**src/rtl/subneg_mem_arbiter.sv**
```systemverilog
// Single-port memory arbiter between the SUBNEG core and the host debug/loader port.
// Round-robin on contention, bounded host lock bursts, 1-cycle read data routed to the issuer.
module subneg_mem_arbiter #(
  parameter int ADDR_W   = 6,
  parameter int DATA_W   = 8,
  parameter int MAX_LOCK = 8
) (
  input  logic              clk,
  input  logic              reset,
  input  logic              cpu_req,
  input  logic              cpu_we,
  input  logic [ADDR_W-1:0] cpu_addr,
  input  logic [DATA_W-1:0] cpu_wdata,
  output logic              cpu_gnt,
  output logic              cpu_rvalid,
  output logic [DATA_W-1:0] cpu_rdata,
  input  logic              dbg_req,
  input  logic              dbg_lock,
  input  logic              dbg_we,
  input  logic [ADDR_W-1:0] dbg_addr,
  input  logic [DATA_W-1:0] dbg_wdata,
  output logic              dbg_gnt,
  output logic              dbg_rvalid,
  output logic [DATA_W-1:0] dbg_rdata,
  output logic              mem_en,
  output logic              mem_we,
  output logic [ADDR_W-1:0] mem_addr,
  output logic [DATA_W-1:0] mem_wdata,
  input  logic [DATA_W-1:0] mem_rdata
);

  localparam int CNT_W = $clog2(MAX_LOCK + 1);
  localparam logic [CNT_W-1:0] MAX_CNT = CNT_W'(MAX_LOCK);

  typedef enum logic [1:0] {
    ARB   = 2'd0,
    LOCK  = 2'd1,
    YIELD = 2'd2
  } state_t;

  state_t           state_q, state_d;
  logic             last_gnt_q, last_gnt_d;  // 1 = host granted last
  logic [CNT_W-1:0] lock_cnt_q, lock_cnt_d;
  logic             cpu_rvalid_q, cpu_rvalid_d;
  logic             dbg_rvalid_q, dbg_rvalid_d;
  logic             cpu_gnt_c, dbg_gnt_c;
  logic             use_arb, arb_last;

  always_comb begin
    cpu_gnt_c  = 1'b0;
    dbg_gnt_c  = 1'b0;
    state_d    = state_q;
    last_gnt_d = last_gnt_q;
    lock_cnt_d = lock_cnt_q;
    use_arb    = 1'b0;
    arb_last   = last_gnt_q;

    case (state_q)
      ARB: use_arb = 1'b1;
      LOCK: begin
        // Releasing the lock falls straight through to arbitration, host counted as last owner
        if (!dbg_lock) begin
          use_arb  = 1'b1;
          arb_last = 1'b1;
        end else if (lock_cnt_q == MAX_CNT) begin
          state_d = YIELD;
        end else if (dbg_req) begin
          dbg_gnt_c  = 1'b1;
          last_gnt_d = 1'b1;
          lock_cnt_d = lock_cnt_q + 1'b1;
        end
      end
      YIELD: begin
        cpu_gnt_c  = cpu_req;
        state_d    = ARB;
        lock_cnt_d = '0;
        last_gnt_d = 1'b0;
      end
      default: state_d = ARB;
    endcase

    if (use_arb) begin
      state_d    = ARB;
      lock_cnt_d = '0;
      if (cpu_req && (!dbg_req || arb_last)) begin
        cpu_gnt_c  = 1'b1;
        last_gnt_d = 1'b0;
      end else if (dbg_req) begin
        dbg_gnt_c  = 1'b1;
        last_gnt_d = 1'b1;
        if (dbg_lock) begin
          state_d    = LOCK;
          lock_cnt_d = CNT_W'(1);
        end
      end
    end

    if (reset) begin
      cpu_gnt_c  = 1'b0;
      dbg_gnt_c  = 1'b0;
      state_d    = ARB;
      last_gnt_d = 1'b1;
      lock_cnt_d = '0;
    end

    cpu_rvalid_d = cpu_gnt_c && !cpu_we;
    dbg_rvalid_d = dbg_gnt_c && !dbg_we;
  end

  always_ff @(posedge clk) begin
    if (reset) begin
      state_q      <= ARB;
      last_gnt_q   <= 1'b1;
      lock_cnt_q   <= '0;
      cpu_rvalid_q <= 1'b0;
      dbg_rvalid_q <= 1'b0;
    end else begin
      state_q      <= state_d;
      last_gnt_q   <= last_gnt_d;
      lock_cnt_q   <= lock_cnt_d;
      cpu_rvalid_q <= cpu_rvalid_d;
      dbg_rvalid_q <= dbg_rvalid_d;
    end
  end

  // A read granted just before reset must not report data while reset is held
  assign cpu_rvalid = cpu_rvalid_q && !reset;
  assign dbg_rvalid = dbg_rvalid_q && !reset;
  assign cpu_rdata  = cpu_rvalid ? mem_rdata : '0;
  assign dbg_rdata  = dbg_rvalid ? mem_rdata : '0;

  assign cpu_gnt = cpu_gnt_c;
  assign dbg_gnt = dbg_gnt_c;
  assign mem_en  = cpu_gnt_c || dbg_gnt_c;

  always_comb begin
    mem_we    = 1'b0;
    mem_addr  = '0;
    mem_wdata = '0;
    if (cpu_gnt_c) begin
      mem_we    = cpu_we;
      mem_addr  = cpu_addr;
      mem_wdata = cpu_wdata;
    end else if (dbg_gnt_c) begin
      mem_we    = dbg_we;
      mem_addr  = dbg_addr;
      mem_wdata = dbg_wdata;
    end
  end

endmodule

```
**config.mk**
```make
export PLATFORM = sky130hd
export DESIGN_NAME = subneg_mem_arbiter
export DESIGN_NICKNAME = d
export VERILOG_FILES = /design/src/rtl/subneg_mem_arbiter.sv
export SDC_FILE = /design/constraint.sdc
export NUM_CORES = 1
export LEC_CHECK = 0
export ABC_CLOCK_PERIOD_IN_PS = 1680
export CAP_MARGIN = 40
export CELL_PAD_IN_SITES_DETAIL_PLACEMENT = 1
export CELL_PAD_IN_SITES_GLOBAL_PLACEMENT = 1
export CORE_MARGIN = 4
export CORE_UTILIZATION = 26
export CTS_CLUSTER_DIAMETER = 200
export DETAILED_ROUTE_END_ITERATION = 12
export DONT_BUFFER_PORTS = 1
export GPL_TIMING_DRIVEN = 1
export PLACE_DENSITY_LB_ADDON = 0.1
export SLEW_MARGIN = 20
export SYNTH_ARGS = -nofsm -noshare
export SYNTH_HDL_FRONTEND = slang
export SYNTH_SLANG_ARGS = --single-unit
```
**constraint.sdc**
```tcl
create_clock -name clk -period 1.68 [get_ports clk]
set_clock_uncertainty 0.15 [all_clocks]
set_input_delay 0.084 -clock clk [delete_from_list [all_inputs] [get_ports clk]]
set_output_delay 0.084 -clock clk [all_outputs]
set_load 0.02 [all_outputs]
```
==> report_table.html <==
<table>
<tr><th>Metric</th><th>Value</th></tr>
<tr><th colspan="2">STA</th></tr>
<tr><td>Max-Slew Margin vs Limit</td><td>0.6839</td></tr>
<tr><td>Final setup violation count</td><td>23</td></tr>
<tr><td>Final critical-path setup slack</td><td>-428.8 ps</td></tr>
<tr><td>Highest achievable clock rate</td><td>around 0.47 GHz</td></tr>
<tr><td>Final clock period utilization by the worst path</td><td>1.255</td></tr>
<tr><td>Crit path time final</td><td>approximately 2100 ps</td></tr>
<tr><td>Number of endpoints with negative hold slack in the final report</td><td>0</td></tr>
<tr><td>Transition time of the tightest slew-check pin</td><td>approximately 470 ps</td></tr>
<tr><td>Final number of max-transition violations</td><td>0</td></tr>
<tr><td>Hold Slack</td><td>~19 ps</td></tr>
<tr><td>RSZ-0062 raised after global routing</td><td>true</td></tr>
<tr><th colspan="2">Routing</th></tr>
<tr><td>Detailed-route DRC error count</td><td>0</td></tr>
<tr><td>Vias</td><td>around 1100</td></tr>
<tr><td>Routed via count divided by cell count</td><td>about 5.5</td></tr>
<tr><td>Wire length reported by the detailed router</td><td>between 3000 and 4000 µm</td></tr>
<tr><td>Router iterations before antenna repair</td><td>4</td></tr>
<tr><td>1st-iter DRT viols</td><td>11</td></tr>
<tr><td>Average wire per standard cell</td><td>just under 20 µm</td></tr>
<tr><td>Count of antenna-violating nets left after detailed routing</td><td>0</td></tr>
<tr><th colspan="2">Pwr</th></tr>
<tr><td>Worst vdd rail ir drop</td><td>209.1 µV</td></tr>
<tr><td>Sequential fraction of design power</td><td>0.322</td></tr>
<tr><td>Clock network fraction of design power</td><td>0.259</td></tr>
<tr><td>Design internal power</td><td>0.0004472 W</td></tr>
<tr><td>Static Leakage</td><td>around 0.6 nW</td></tr>
<tr><td>Switching power</td><td>roughly 0.00025 W</td></tr>
<tr><td>Power density of the placed cells</td><td>about 490 nW/µm²</td></tr>
<tr><td>Net switching share of the total power</td><td>0.3587</td></tr>
<tr><td>Portion of total power attributed to combinational logic</td><td>0.420</td></tr>
<tr><td>Power after layout</td><td>around 0.0007 W</td></tr>
<tr><th colspan="2">Setup path</th></tr>
<tr><td>Kind of cell with the highest combined delay on the critical path</td><td>compound AO/OA/AOI/OAI gates</td></tr>
<tr><td>Master of the slowest instance on the critical path</td><td>sky130_fd_sc_hd__dfxtp_2</td></tr>
<tr><td>Crit. End Element</td><td>primary output</td></tr>
<tr><td>Most common cell type on the critical path</td><td>sky130_fd_sc_hd__a32o_2</td></tr>
<tr><td>Peak fanout along the critical path</td><td>8</td></tr>
<tr><td>Worst Path Class, Setup</td><td>reg -&gt; out</td></tr>
<tr><td>Cells along the critical path</td><td>inv_2 -&gt; ha_4 -&gt; nor2b_4 -&gt; or2_4 -&gt; a32o_2 -&gt; a32o_2</td></tr>
<tr><td>Crit path DAT</td><td>around 1900 ps</td></tr>
<tr><td>Largest stage delay on the critical path</td><td>approximately 340 ps</td></tr>
<tr><td>Required time of the critical path</td><td>1450 ps</td></tr>
<tr><td>Kind of start point of the critical path</td><td>flip-flop</td></tr>
<tr><td>Buffers and inverters on the worst path</td><td>1</td></tr>
<tr><th colspan="2">Layout</th></tr>
<tr><td>Antenna diode instance count</td><td>0</td></tr>
<tr><td>Layout cells sized above 1</td><td>0.4966</td></tr>
<tr><td>Fill cell total of the finished layout</td><td>around 430</td></tr>
<tr><td>Cell Count, Final, Fillers Out</td><td>roughly 190</td></tr>
<tr><td>Synthesis-to-finish area growth</td><td>55.89%</td></tr>
<tr><td>Number of nets in the final layout</td><td>194</td></tr>
<tr><th colspan="2">Logic synthesis</th></tr>
<tr><td>Area share of the largest cell type after synthesis</td><td>0.1973</td></tr>
<tr><td>Synth warn</td><td>0</td></tr>
<tr><td>Count of state elements after synthesis</td><td>9</td></tr>
<tr><td>Net count after synthesis</td><td>~160</td></tr>
<tr><td>Seq/Total Area, Yosys</td><td>0.1973</td></tr>
<tr><td>Area contributors post-synth</td><td>sky130_fd_sc_hd__dfxtp_1, sky130_fd_sc_hd__a32o_1, sky130_fd_sc_hd__and2_1</td></tr>
<tr><td>Syn Std Cell Area</td><td>about 910 µm²</td></tr>
<tr><td>Cell count after synthesis</td><td>110</td></tr>
<tr><td>Number of distinct library cells after synthesis</td><td>37</td></tr>
<tr><td>Dominant cell type by area after synthesis</td><td>sky130_fd_sc_hd__dfxtp_1</td></tr>
<tr><td>Mean Syn Cell Area</td><td>around 8.3 µm²</td></tr>
<tr><th colspan="2">Floorplanning</th></tr>
<tr><td>Row count</td><td>21</td></tr>
<tr><td>Floorplan core area</td><td>3363 µm²</td></tr>
<tr><td>Horizontal die dimension</td><td>about 67 µm</td></tr>
<tr><td>Total I/O pin count</td><td>between 70 and 80</td></tr>
<tr><td>Die Outline Area</td><td>4525 µm²</td></tr>
<tr><td>Height of the chip</td><td>around 67 µm</td></tr>
<tr><td>Effective utilization at floorplan</td><td>0.2716</td></tr>
<tr><th colspan="2">Clock tree</th></tr>
<tr><td>Clk pin slew, worst setup/hold paths</td><td>~70 ps</td></tr>
<tr><td>Clock tree root driver cell</td><td>sky130_fd_sc_hd__clkbuf_4</td></tr>
<tr><td>Clk buf depth</td><td>2</td></tr>
<tr><td>TritonCTS Sinks</td><td>9</td></tr>
<tr><td>CTS tree</td><td>built</td></tr>
<tr><td>Number of CTS-inserted buffers</td><td>3</td></tr>
<tr><td>H-tree lvl count</td><td>1</td></tr>
<tr><td>Clock network latency to the later pin of the worst-skew pair</td><td>~270 ps</td></tr>
<tr><th colspan="2">Global route</th></tr>
<tr><td>Pin count of the biggest net entering global routing</td><td>12</td></tr>
<tr><td>Via count of the first global-routing pass</td><td>~1200</td></tr>
<tr><td>Wire length of the first global-routing pass</td><td>between 5000 and 6000 µm</td></tr>
<tr><td>Number of antenna violations at the first check in global routing</td><td>0</td></tr>
<tr><td>GRT Util Overall</td><td>0.1615</td></tr>
<tr><td>Leftover overflow at the end of global routing</td><td>0</td></tr>
<tr><th colspan="2">Outcome</th></tr>
<tr><td>Failing checks</td><td>setup timing</td></tr>
<tr><td>Run status</td><td>complete, but fails checks</td></tr>
<tr><th colspan="2">Placement</th></tr>
<tr><td>Half-perimeter wire length of the detailed placement result</td><td>2462 µm</td></tr>
<tr><td>Post-placement cell count</td><td>about 170</td></tr>
<tr><td>Final weighted congestion of routability-driven global placement</td><td>0.7699</td></tr>
<tr><td># port buffers</td><td>0</td></tr>
<tr><th colspan="2">Min path</th></tr>
<tr><td>Hold/Removal Path Class</td><td>in -&gt; reg</td></tr>
<tr><th colspan="2">Run</th></tr>
<tr><td>Max cap viols</td><td>0</td></tr>
</table>
## cells in the mapped netlist
library cell / n
sky130_fd_sc_hd__clkbuf_1: 3
sky130_fd_sc_hd__nand4_1: 1
sky130_fd_sc_hd__nand4b_1: 1
sky130_fd_sc_hd__nor2b_1: 6
sky130_fd_sc_hd__ha_1: 5
sky130_fd_sc_hd__nor2b_4: 1
sky130_fd_sc_hd__inv_1: 7
sky130_fd_sc_hd__a21oi_1: 6
sky130_fd_sc_hd__a31oi_1: 2
sky130_fd_sc_hd__o32ai_1: 2
sky130_fd_sc_hd__a221oi_1: 1
sky130_fd_sc_hd__nand3b_1: 1
sky130_fd_sc_hd__nor2_1: 2
sky130_fd_sc_hd__nor3_1: 3
sky130_fd_sc_hd__buf_6: 1
sky130_fd_sc_hd__or2_4: 1
sky130_fd_sc_hd__a21boi_0: 1
sky130_fd_sc_hd__a32oi_1: 1
sky130_fd_sc_hd__nand3_1: 4
sky130_fd_sc_hd__nand2b_1: 3
sky130_fd_sc_hd__nor3_2: 1
sky130_fd_sc_hd__and2_1: 18
sky130_fd_sc_hd__a211oi_2: 1
sky130_fd_sc_hd__dfxtp_1: 9
sky130_fd_sc_hd__buf_2: 1
sky130_fd_sc_hd__nand3b_2: 1
sky130_fd_sc_hd__nand2_1: 3
sky130_fd_sc_hd__nor4_1: 1
sky130_fd_sc_hd__a2111oi_0: 1
sky130_fd_sc_hd__a32o_1: 14
sky130_fd_sc_hd__a32o_2: 1
sky130_fd_sc_hd__buf_4: 1
sky130_fd_sc_hd__a2111oi_4: 1
sky130_fd_sc_hd__a211oi_1: 1
sky130_fd_sc_hd__or2_1: 1
sky130_fd_sc_hd__o21ai_0: 2
sky130_fd_sc_hd__o21ai_1: 1
## path summary, 6_finish.rpt
kind                      startpoint                         end  slack (ps)  depth (start not counted)
min                         dbg_lock     dbg_rvalid_q$_SDFF_PP0_          20                          3
min reg2reg  state_q[1]$_SDFFE_PP0P_     state_q[1]$_SDFFE_PP0P_         380                          2
max reg2reg  state_q[1]$_SDFFE_PP0P_  lock_cnt_q[1]$_SDFFE_PP0P_        -220                          8
max          state_q[1]$_SDFFE_PP0P_                mem_wdata[7]        -430                          6
## metrics by stage
stage | utilization | worst slack (ps) | cell area (µm²) | TNS, ps
after detailed placement | 0.3471 | -391.5 | 1167 | -6027
after floorplan | - | -189.5 | 967.2 | -2125
final | 0.4234 | -428.8 | 1424 | -7834
after global routing | 0.4234 | -501.2 | 1424 | -9480
after CTS | 0.4074 | -428.5 | 1370 | -7966
after global placement | 0.3471 | -325.6 | 1167 | -4813
## area by class of cell
class / count / area, µm² / area share
clock buffers: 4 / 26.28 / 0.01845
inverters: 7 / 26.28 / 0.01845
multi-input cells: 90 / 819.5 / 0.5756
flip-flops and latches: 9 / 185.2 / 0.1301
well taps: 46 / 57.56 / 0.04042
repair buffers: 35 / 309.0 / 0.2170
## cells in the final DEF, fill, tap and decap left out, drive strengths merged, types with 2 or more instances in the layout
cell type / instances
ha: 5
dlygate4sd3: 6
a211oi: 2
clkbuf: 4
nand3: 4
or2: 2
o32ai: 2
a2111oi: 2
dfxtp: 9
buf: 29
inv: 7
nand2b: 4
nor2: 2
and2: 18
a31oi: 2
a21oi: 6
o21ai: 3
nand3b: 2
nand2: 3
nor3: 4
a32o: 16
nor2b: 7
## layer usage
metal  vias to the layer above  global-route usage  routed length (µm)
met5                         -                   0                   0
met4                         0             0.08101                  89
met3                         8             0.03827                 183
met2                        54              0.2871                1974
met1                       498              0.1778                1421
li1                        495                   -                   -
## state kept, by name (all words and copies together), names as in the netlist
signal / cells
state_q: 2
dbg_rvalid_q: 1
last_gnt_q: 1
lock_cnt_q: 4
cpu_rvalid_q: 1
## cell families after synthesis
logic type,share of synthesized area
AOI/OAI and AO/OA,0.3370
DFF,0.1973
and+or+nand+nor,0.3302
adders and majority gates,0.06849
buffers and inverters,0.06712
## worst register-to-register path, cell delays in order (launching register included)
cell                        delay (ps)
sky130_fd_sc_hd__dfxtp_2           340
sky130_fd_sc_hd__inv_2              60
sky130_fd_sc_hd__ha_4              170
sky130_fd_sc_hd__nor2b_4           140
sky130_fd_sc_hd__buf_4             150
sky130_fd_sc_hd__a2111oi_4         400
sky130_fd_sc_hd__buf_4             200
sky130_fd_sc_hd__nand3b_1          100
sky130_fd_sc_hd__a21oi_1            60
## power by group through the flow
| stage | Clock (W) | Sequential [W] | Combinational (W) |
|---|---|---|---|
| floorplan | 0 | 0.000230 | 0.000178 |
| global placement | 0 | 0.000230 | 0.000225 |
| detailed placement | 0 | 0.000230 | 0.000227 |
| CTS | 0.000188 | 0.000225 | 0.000289 |
| global route | 0.000200 | 0.000225 | 0.000313 |
| finish | 0.000180 | 0.000224 | 0.000293 |
## what timing repair did
| action | CTS | global route |
|---|---|---|
| setup buffers | 4 | 2 |
| hold buffers | 6 | 0 |
| gates resized for setup | 10 | 16 |
| pin swaps | 9 | 9 |
| cloned | 3 | 0 |
| setup endpoints to repair | 23 | 25 |
| endpoints found under the hold margin | 9 | 0 |
Note: power is estimated with default switching activity, not from simulation.
